[config.mk]
export PLATFORM = sky130hd
export DESIGN_NAME = wb_bus_arb_flat
export DESIGN_NICKNAME = d
export VERILOG_FILES = /design/src/rtl/wb_bus_arb_if.sv /design/src/rtl/wb_bus_arb.sv /design/src/flat_wrapper.sv
export SDC_FILE = /design/constraint.sdc
export NUM_CORES = 1
export LEC_CHECK = 0
export ABC_CLOCK_PERIOD_IN_PS = 4950
export BUFFER_PORTS_ARGS = -buffer_cell sky130_fd_sc_hd__clkbuf_2
export CAP_MARGIN = 20
export CORE_UTILIZATION = 48
export DETAILED_ROUTE_END_ITERATION = 16
export GPL_TIMING_DRIVEN = 1
export PLACE_DENSITY = 0.88
export SETUP_SLACK_MARGIN = 0.15
export SLEW_MARGIN = 25
export SYNTH_ARGS = -nofsm -noshare
export SYNTH_HDL_FRONTEND = slang
export SYNTH_SLANG_ARGS = --single-unit
[constraint.sdc]
create_clock -name clk -period 4.95 [get_ports clk]
set_input_delay 0.495 -clock clk [delete_from_list [all_inputs] [get_ports clk]]
set_output_delay 0.495 -clock clk [all_outputs]
set_load 0.02 [all_outputs]
[src/rtl/wb_bus_arb_if.sv]
// Core-side request/response signals and the WISHBONE master bus of wb_bus_arb.
// The master modport is the arbiter's view; the slave modport is the core + bus fabric view.
interface wb_bus_arb_if;
    logic        i_req;
    logic [31:0] i_addr;
    logic [31:0] i_rdata;
    logic        i_done;

    logic        d_req;
    logic        d_we;
    logic [31:0] d_addr;
    logic [3:0]  d_be;
    logic [31:0] d_wdata;
    logic [31:0] d_rdata;
    logic        d_done;

    logic        pause;
    logic        bus_err;

    logic        wb_cyc_o;
    logic        wb_stb_o;
    logic        wb_we_o;
    logic [31:0] wb_adr_o;
    logic [3:0]  wb_sel_o;
    logic [31:0] wb_dat_o;
    logic [31:0] wb_dat_i;
    logic        wb_ack_i;
    logic        wb_err_i;

    modport master (
        input  i_req, i_addr, d_req, d_we, d_addr, d_be, d_wdata,
        input  wb_dat_i, wb_ack_i, wb_err_i,
        output i_rdata, i_done, d_rdata, d_done, pause, bus_err,
        output wb_cyc_o, wb_stb_o, wb_we_o, wb_adr_o, wb_sel_o, wb_dat_o
    );

    modport slave (
        output i_req, i_addr, d_req, d_we, d_addr, d_be, d_wdata,
        output wb_dat_i, wb_ack_i, wb_err_i,
        input  i_rdata, i_done, d_rdata, d_done, pause, bus_err,
        input  wb_cyc_o, wb_stb_o, wb_we_o, wb_adr_o, wb_sel_o, wb_dat_o
    );
endinterface

[src/rtl/wb_bus_arb.sv]
// Two-port WISHBONE master sequencer for the mips789 core: data requests win over fetches,
// one classic single cycle at a time, with a watchdog that terminates unacknowledged cycles.
module wb_bus_arb #(
    parameter int unsigned TIMEOUT = 255
) (
    input logic          clk,
    input logic          rst,
    wb_bus_arb_if.master bus
);

    localparam logic [7:0] TimeoutCnt = 8'(TIMEOUT);

    typedef enum logic [1:0] {StIdle, StDCyc, StICyc, StDone} state_e;

    state_e     state_q;
    logic [7:0] wdog_q;
    logic       term;

    // Done pulses are registered, so the stall drops during the DONE cycle itself.
    assign bus.pause = (bus.d_req & ~bus.d_done) | (bus.i_req & ~bus.i_done);

    assign term = bus.wb_ack_i | bus.wb_err_i | (wdog_q == TimeoutCnt);

    always_ff @(posedge clk or posedge rst) begin
        if (rst) begin
            state_q      <= StIdle;
            wdog_q       <= 8'd0;
            bus.wb_cyc_o <= 1'b0;
            bus.wb_stb_o <= 1'b0;
            bus.wb_we_o  <= 1'b0;
            bus.wb_adr_o <= 32'h0;
            bus.wb_sel_o <= 4'h0;
            bus.wb_dat_o <= 32'h0;
            bus.i_rdata  <= 32'h0;
            bus.d_rdata  <= 32'h0;
            bus.i_done   <= 1'b0;
            bus.d_done   <= 1'b0;
            bus.bus_err  <= 1'b0;
        end else begin
            unique case (state_q)
                StIdle: begin
                    if (bus.d_req) begin
                        bus.wb_adr_o <= bus.d_addr;
                        bus.wb_we_o  <= bus.d_we;
                        bus.wb_sel_o <= bus.d_be;
                        bus.wb_dat_o <= bus.d_wdata;
                        bus.wb_cyc_o <= 1'b1;
                        bus.wb_stb_o <= 1'b1;
                        wdog_q       <= 8'd0;
                        state_q      <= StDCyc;
                    end else if (bus.i_req) begin
                        bus.wb_adr_o <= bus.i_addr;
                        bus.wb_we_o  <= 1'b0;
                        bus.wb_sel_o <= 4'hF;
                        bus.wb_cyc_o <= 1'b1;
                        bus.wb_stb_o <= 1'b1;
                        wdog_q       <= 8'd0;
                        state_q      <= StICyc;
                    end
                end
                StDCyc, StICyc: begin
                    if (term) begin
                        bus.wb_cyc_o <= 1'b0;
                        bus.wb_stb_o <= 1'b0;
                        bus.wb_we_o  <= 1'b0;
                        state_q      <= StDone;
                        if (state_q == StDCyc) begin
                            bus.d_done <= 1'b1;
                        end else begin
                            bus.i_done <= 1'b1;
                        end
                        // Ack wins over err; a failed read returns zero, writes leave d_rdata alone.
                        if (!bus.wb_ack_i) begin
                            bus.bus_err <= 1'b1;
                        end
                        if (state_q == StICyc) begin
                            bus.i_rdata <= bus.wb_ack_i ? bus.wb_dat_i : 32'h0;
                        end else if (!bus.wb_we_o) begin
                            bus.d_rdata <= bus.wb_ack_i ? bus.wb_dat_i : 32'h0;
                        end
                    end else begin
                        wdog_q <= wdog_q + 8'd1;
                    end
                end
                StDone: begin
                    bus.d_done <= 1'b0;
                    bus.i_done <= 1'b0;
                    state_q    <= StIdle;
                end
                default: state_q <= StIdle;
            endcase
        end
    end

endmodule

[src/flat_wrapper.sv]
// flat-port wrapper written by rule: the top's interface ports become plain ports
module wb_bus_arb_flat 
#(
    parameter int unsigned TIMEOUT = 255
)
  (clk, rst, bus_i_req, bus_i_addr, bus_d_req, bus_d_we, bus_d_addr, bus_d_be, bus_d_wdata, bus_wb_dat_i, bus_wb_ack_i, bus_wb_err_i, bus_i_rdata, bus_i_done, bus_d_rdata, bus_d_done, bus_pause, bus_bus_err, bus_wb_cyc_o, bus_wb_stb_o, bus_wb_we_o, bus_wb_adr_o, bus_wb_sel_o, bus_wb_dat_o);
  wb_bus_arb_if bus_i ();
  input logic clk;
  input logic rst;
  input wire logic [$bits(bus_i.i_req)-1:0] bus_i_req;
  input wire logic [$bits(bus_i.i_addr)-1:0] bus_i_addr;
  input wire logic [$bits(bus_i.d_req)-1:0] bus_d_req;
  input wire logic [$bits(bus_i.d_we)-1:0] bus_d_we;
  input wire logic [$bits(bus_i.d_addr)-1:0] bus_d_addr;
  input wire logic [$bits(bus_i.d_be)-1:0] bus_d_be;
  input wire logic [$bits(bus_i.d_wdata)-1:0] bus_d_wdata;
  input wire logic [$bits(bus_i.wb_dat_i)-1:0] bus_wb_dat_i;
  input wire logic [$bits(bus_i.wb_ack_i)-1:0] bus_wb_ack_i;
  input wire logic [$bits(bus_i.wb_err_i)-1:0] bus_wb_err_i;
  output wire logic [$bits(bus_i.i_rdata)-1:0] bus_i_rdata;
  output wire logic [$bits(bus_i.i_done)-1:0] bus_i_done;
  output wire logic [$bits(bus_i.d_rdata)-1:0] bus_d_rdata;
  output wire logic [$bits(bus_i.d_done)-1:0] bus_d_done;
  output wire logic [$bits(bus_i.pause)-1:0] bus_pause;
  output wire logic [$bits(bus_i.bus_err)-1:0] bus_bus_err;
  output wire logic [$bits(bus_i.wb_cyc_o)-1:0] bus_wb_cyc_o;
  output wire logic [$bits(bus_i.wb_stb_o)-1:0] bus_wb_stb_o;
  output wire logic [$bits(bus_i.wb_we_o)-1:0] bus_wb_we_o;
  output wire logic [$bits(bus_i.wb_adr_o)-1:0] bus_wb_adr_o;
  output wire logic [$bits(bus_i.wb_sel_o)-1:0] bus_wb_sel_o;
  output wire logic [$bits(bus_i.wb_dat_o)-1:0] bus_wb_dat_o;
  assign bus_i.i_req = bus_i_req;
  assign bus_i.i_addr = bus_i_addr;
  assign bus_i.d_req = bus_d_req;
  assign bus_i.d_we = bus_d_we;
  assign bus_i.d_addr = bus_d_addr;
  assign bus_i.d_be = bus_d_be;
  assign bus_i.d_wdata = bus_d_wdata;
  assign bus_i.wb_dat_i = bus_wb_dat_i;
  assign bus_i.wb_ack_i = bus_wb_ack_i;
  assign bus_i.wb_err_i = bus_wb_err_i;
  assign bus_i_rdata = bus_i.i_rdata;
  assign bus_i_done = bus_i.i_done;
  assign bus_d_rdata = bus_i.d_rdata;
  assign bus_d_done = bus_i.d_done;
  assign bus_pause = bus_i.pause;
  assign bus_bus_err = bus_i.bus_err;
  assign bus_wb_cyc_o = bus_i.wb_cyc_o;
  assign bus_wb_stb_o = bus_i.wb_stb_o;
  assign bus_wb_we_o = bus_i.wb_we_o;
  assign bus_wb_adr_o = bus_i.wb_adr_o;
  assign bus_wb_sel_o = bus_i.wb_sel_o;
  assign bus_wb_dat_o = bus_i.wb_dat_o;
  wb_bus_arb #(.TIMEOUT(TIMEOUT)) u_core (.clk(clk), .rst(rst), .bus(bus_i));
endmodule
After elaboration in Yosys (flattened, before gate mapping):

Index checks and enable logic that the tools add are counted.

* add/sub/neg operators: 1
* eq/ne operators: 9
* multiplexer cells: 26
* bitwise gates (word level): 10
* reduce and logical (&&, ||, !) cells: 15

Operator list (number)
* two-way mux 32 bit: 3
* two-way mux 8 bit: 3
* AND reduction 3 bit: 6
* one-hot mux 8 bit (2 select lines): 1
* two-way mux 1 bit: 9
* adder 8 x 1 -> 8 bit (second input constant): 1
* equality test 8 bit (second input constant): 1
* two-way mux 4 bit: 2
* one-hot mux 1 bit (2 select lines): 4
* two-way mux 2 bit: 3
* one-hot mux 2 bit (3 select lines): 1
* AND reduction 2 bit: 3
* nonzero test 2 bit: 3
* inverter 1 bit: 5
* equality test 2 bit (second input constant): 2
* != test 2 x 1 -> 1 bit (second input constant): 2
* != test 2 bit (second input constant): 2
* AND reduction 4 bit: 1
* != test 3 bit (second input constant): 1
* OR 1 bit: 3
* AND 1 bit: 2
* equality test 2 x 1 -> 1 bit (second input constant): 1
* logical NOT 2 bit: 1
* OR reduction 2 bit: 1

* flip-flop bits (word level): 147
* word-level logic and storage cells: 73

Logic depth before layout (Yosys ltp):

* word-level depth: 4
* gate-level depth with buffers: 8
* gate-level depth less buffers: 6

Worst setup path before layout:

Ideal clock, no wire load.

* path type: reg2reg
* start point: reg u_core.state_q[0]
* end point: reg u_core.wdog_q[2]
* data arrival time: 1.729 ns
* setup slack: 3.097 ns
* cell stages (with the launch flop): 8
* buffers on the path: 2
* cell sequence: dfrtp_1 inv_1 ha_1 buf_2 o22ai_1 clkbuf_1 nor3_1 a211o_1

* cells in the longest elaborated chain, start to end: 4
* elaborated cells on any way between the ends: 9

RTL lines
* start, declared: line wb_bus_arb.sv:15 `state_e state_q;`
* start signal, assigned: line wb_bus_arb.sv:26 `state_q <= StIdle;`
* start signal, assigned: line wb_bus_arb.sv:50 `state_q <= StDCyc;`
* start signal, assigned: line wb_bus_arb.sv:58 `state_q <= StICyc;`
* equality test 2 bit or equality test 2 x 1 -> 1 bit (tied branches): line wb_bus_arb.sv:40 `unique case (state_q)`
* OR reduction 2 bit: line wb_bus_arb.sv:40
* != test 2 bit (no source line) or nonzero test 2 bit (tied branches)
* AND reduction 3 bit (no source line)
* end signal, assigned: line wb_bus_arb.sv:82 `wdog_q <= wdog_q + 8'd1;`
* end, declared: line wb_bus_arb.sv:16 `logic [7:0] wdog_q;`

Parallel ways exist; a longest one is shown, timed or not.
A chain may end at the register's enable or synchronous reset.

Worst setup path in the final report:

* start point: reg u_core.state_q[1]
* end point: reg u_core.wdog_q[5]

The elaborated chain is that of the path after synthesis.

==> results.sh <==
export IMPL_rows=41
export IMPL_dp_hpwl_mm=11.5
export IMPL_setup_tns_ns=0
export IMPL_p_leak_nw=4.59
export IMPL_status="complete, no violations"
export IMPL_cp_max_fo=37
export IMPL_final_common_cell="clkbuf_2"
export IMPL_avgRoutedWirePerCell_um=16.7
export IMPL_ys_seq_area_share_pct=57.3
export IMPL_cts_buffers=17
export IMPL_yosysWarnings=0
export IMPL_syn_nets=660
export IMPL_syn_cell_area_um2=6420
export IMPL_clk_transition_reported_paths_ns=0.06
export IMPL_fin_skew_ns=0.00696
export IMPL_clk_latency_ns=0.41
export IMPL_netlist_top_cells_area="dfrtp_1 (57%), mux2_2 (8.9%), mux2i_1 (5.0%)"
export IMPL_max_freq_ghz=0.400
export IMPL_slew_headroom_pct=40.4
export IMPL_cts_resized=0
export IMPL_place_congestion=0.779
export IMPL_drt_first_iter_violations=362
export IMPL_ys_seq_elements=147
export IMPL_cts_hold_buf=0
export IMPL_pre_cts_ws_ns=2.24
export IMPL_grt_overflow_total=0
export IMPL_final_cell_mix="clkbuf_2 (277), dfrtp_1 (147), mux2_2 (51)"
export IMPL_cp_start_kind="register"
export IMPL_die_height_um=118
export IMPL_whs_ns=0.256
export IMPL_crit_arrival_ns=2.84
export IMPL_final_setup_worst_slack_ns=2.45
export IMPL_dp_cells=933
export IMPL_synth_top_cell_area_share_pct=57.3
export IMPL_cts_setup_buffers=0
export IMPL_nets=925
export IMPL_antennaDiodeCount=0
export IMPL_slew_viol_final=0
export IMPL_dr_total_vias=5012
export IMPL_final_hold_violation_count=0
export IMPL_drive_gt1_share_pct=50.2
export IMPL_critPathSlowestCell="ha_2"
export IMPL_cp_end_kind="register"
export IMPL_synth_distinct_cells=49
export IMPL_drv_cap=0
export IMPL_io_pin_count=278
export IMPL_ys_dominant_reg_cell="dfrtp_1"
export IMPL_min_period_ns=2.50
export IMPL_crit_chain="inv_1 > ha_2 > o22ai_1 > or4_1 > nand3_1"
export IMPL_rsz0062_at_grt="false"
export IMPL_syn_to_final_growth_pct=32.4
export IMPL_dpl_cell_area_um2=7900
export IMPL_coreArea_um2=12800
export IMPL_dr_pass1_iters=5
export IMPL_grt_pass1_wl_mm=26.0
export IMPL_io_buffer_count=277
export IMPL_critical_path_max_stage_delay_ns=0.77
export IMPL_vias_per_cell=5.19
export IMPL_power_density_nw_per_um2=703
export IMPL_syn_area_per_cell_um2=12.5
export IMPL_totalWireLength_mm=16.2
export IMPL_grt_pass1_vias=5030
export IMPL_cts_tree="yes"
export IMPL_synth_edff_count=0
export IMPL_tightest_slew_ns=0.894
export IMPL_post_route_period_util_pct=50.5
export IMPL_root_buffer="clkbuf_16"
export IMPL_vdd_drop_max_mv=0.454
export IMPL_cts_sinks=147
export IMPL_drt_antenna_violating_nets=0
export IMPL_synthCells=515
export IMPL_yosysTopAreaCell="dfrtp_1"
export IMPL_fp_dieW_um=118
export IMPL_grt_max_degree=108
export IMPL_route_detailed_drc=0
export IMPL_setup_viol=0
export IMPL_instances_no_fill=965
export IMPL_p_total_mw=5.98
export IMPL_synthArstFlopShare_pct=100
export IMPL_post_route_util_pct=66.3
export IMPL_grtUsageTotal_pct=24.1
export IMPL_holdCritPathClass="input pin to async pin"
export IMPL_h_tree_depth=4
export IMPL_die_area_um2=13800
export IMPL_worstSetupPathType="register to register"
export IMPL_antenna_found_initial=0
export IMPL_cp_required_ns=5.29
export IMPL_design_area_um2=8500
export IMPL_initial_utilization_pct=50.1
export IMPL_clk_path_buf_depth=2
[flip-flops by register name (all words and copies together) (netlist names)]
signal / flops
u_core.bus.wb_sel_o: 4
u_core.bus.i_rdata: 32
u_core.bus.d_done: 1
u_core.bus.wb_adr_o: 32
u_core.bus.wb_cyc_o: 1
u_core.state_q: 2
u_core.bus.d_rdata: 32
u_core.bus.i_done: 1
u_core.bus.wb_dat_o: 32
u_core.wdog_q: 8
u_core.bus.bus_err: 1
u_core.bus.wb_we_o: 1
[metal layers]
metal | track usage, % | part of all wire (%) | vias to the layer above
li1 | - | - | 2376
met1 | 29.7 | 41 | 2373
met2 | 40.4 | 50 | 234
met3 | 7.07 | 6.8 | 29
met4 | 8.49 | 2.3 | 0
met5 | 0 | 0 | -
[report_power, final]
group,internal [mW],switching [mW],leakage (nW)
clock,0.811,0.497,0.290
sequential,1.73,0.310,1.83
combinational,1.01,1.62,2.47
total,3.55,2.43,4.59
[kinds of logic (layout without fill, tap and decap cells)]
| kind of cell | Yosys count | count (layout) | share of synthesized area [%] |
|---|---|---|---|
| buffers and inverters | 42 | 320 | 3.14 |
| muxes | 98 | 98 | 17.2 |
| DFF | 147 | 147 | 57.3 |
| adders and majority gates | 6 | 6 | 1.17 |
| and+or+nand+nor | 122 | 122 | 10.3 |
| AOI/OAI and AO/OA | 100 | 100 | 10.9 |
[cells in the mapped netlist (all sizes together), types with 2 or more instances]
cell type,number
a21bo,15
a21o,16
a21oi,7
a31oi,5
and2,17
and3,16
buf,14
clkbuf,21
dfrtp,147
ha,6
inv,7
mux2,66
mux2i,32
nand2,45
nand2b,5
nand3,8
nand4,18
nor2,4
nor3,3
o211ai,3
o21a,2
o21ai,36
o22a,5
o22ai,3
o311ai,2
or4,2
[worst paths after layout]
| check | start | to | slack [ns] | depth (start not counted) |
|---|---|---|---|---|
| worst max-delay path | u_core.state_q[1] | u_core.wdog_q[5] | 2.45 | 5 |
| min in group clk | bus_d_wdata[13] | u_core.bus.wb_dat_o[13] | 0.31 | 2 |
| max in group asynchronous | rst | u_core.bus.i_rdata[10] | 3.59 | 3 |
| worst min-delay path | rst | u_core.bus.wb_dat_o[6] | 0.26 | 2 |
| worst max register to register | u_core.state_q[1] | u_core.wdog_q[5] | 2.45 | 5 |
| worst min register to register | u_core.bus.i_rdata[22] | u_core.bus.i_rdata[22] | 0.47 | 1 |
[worst max-delay path, delay by kind of cell, from the launching register on]
family | cells | cell delay [ns]
flip-flops | 1 | 0.42
AND/OR/NAND/NOR | 2 | 0.69
adder cells (fa/ha/maj) | 1 | 0.77
buffers and inverters | 1 | 0.09
AO/OA/AOI/OAI | 1 | 0.46
[layout make-up]
class	instances	area (um2)
fillers	935	4320
flip-flops and latches	147	3680
multi-input cells	326	2560
repair buffers	281	1420
clock buffers	21	450
well taps	172	215
clock inverters	11	153
inverters	7	31.3
Note: power is estimated with default switching activity, not from simulation.
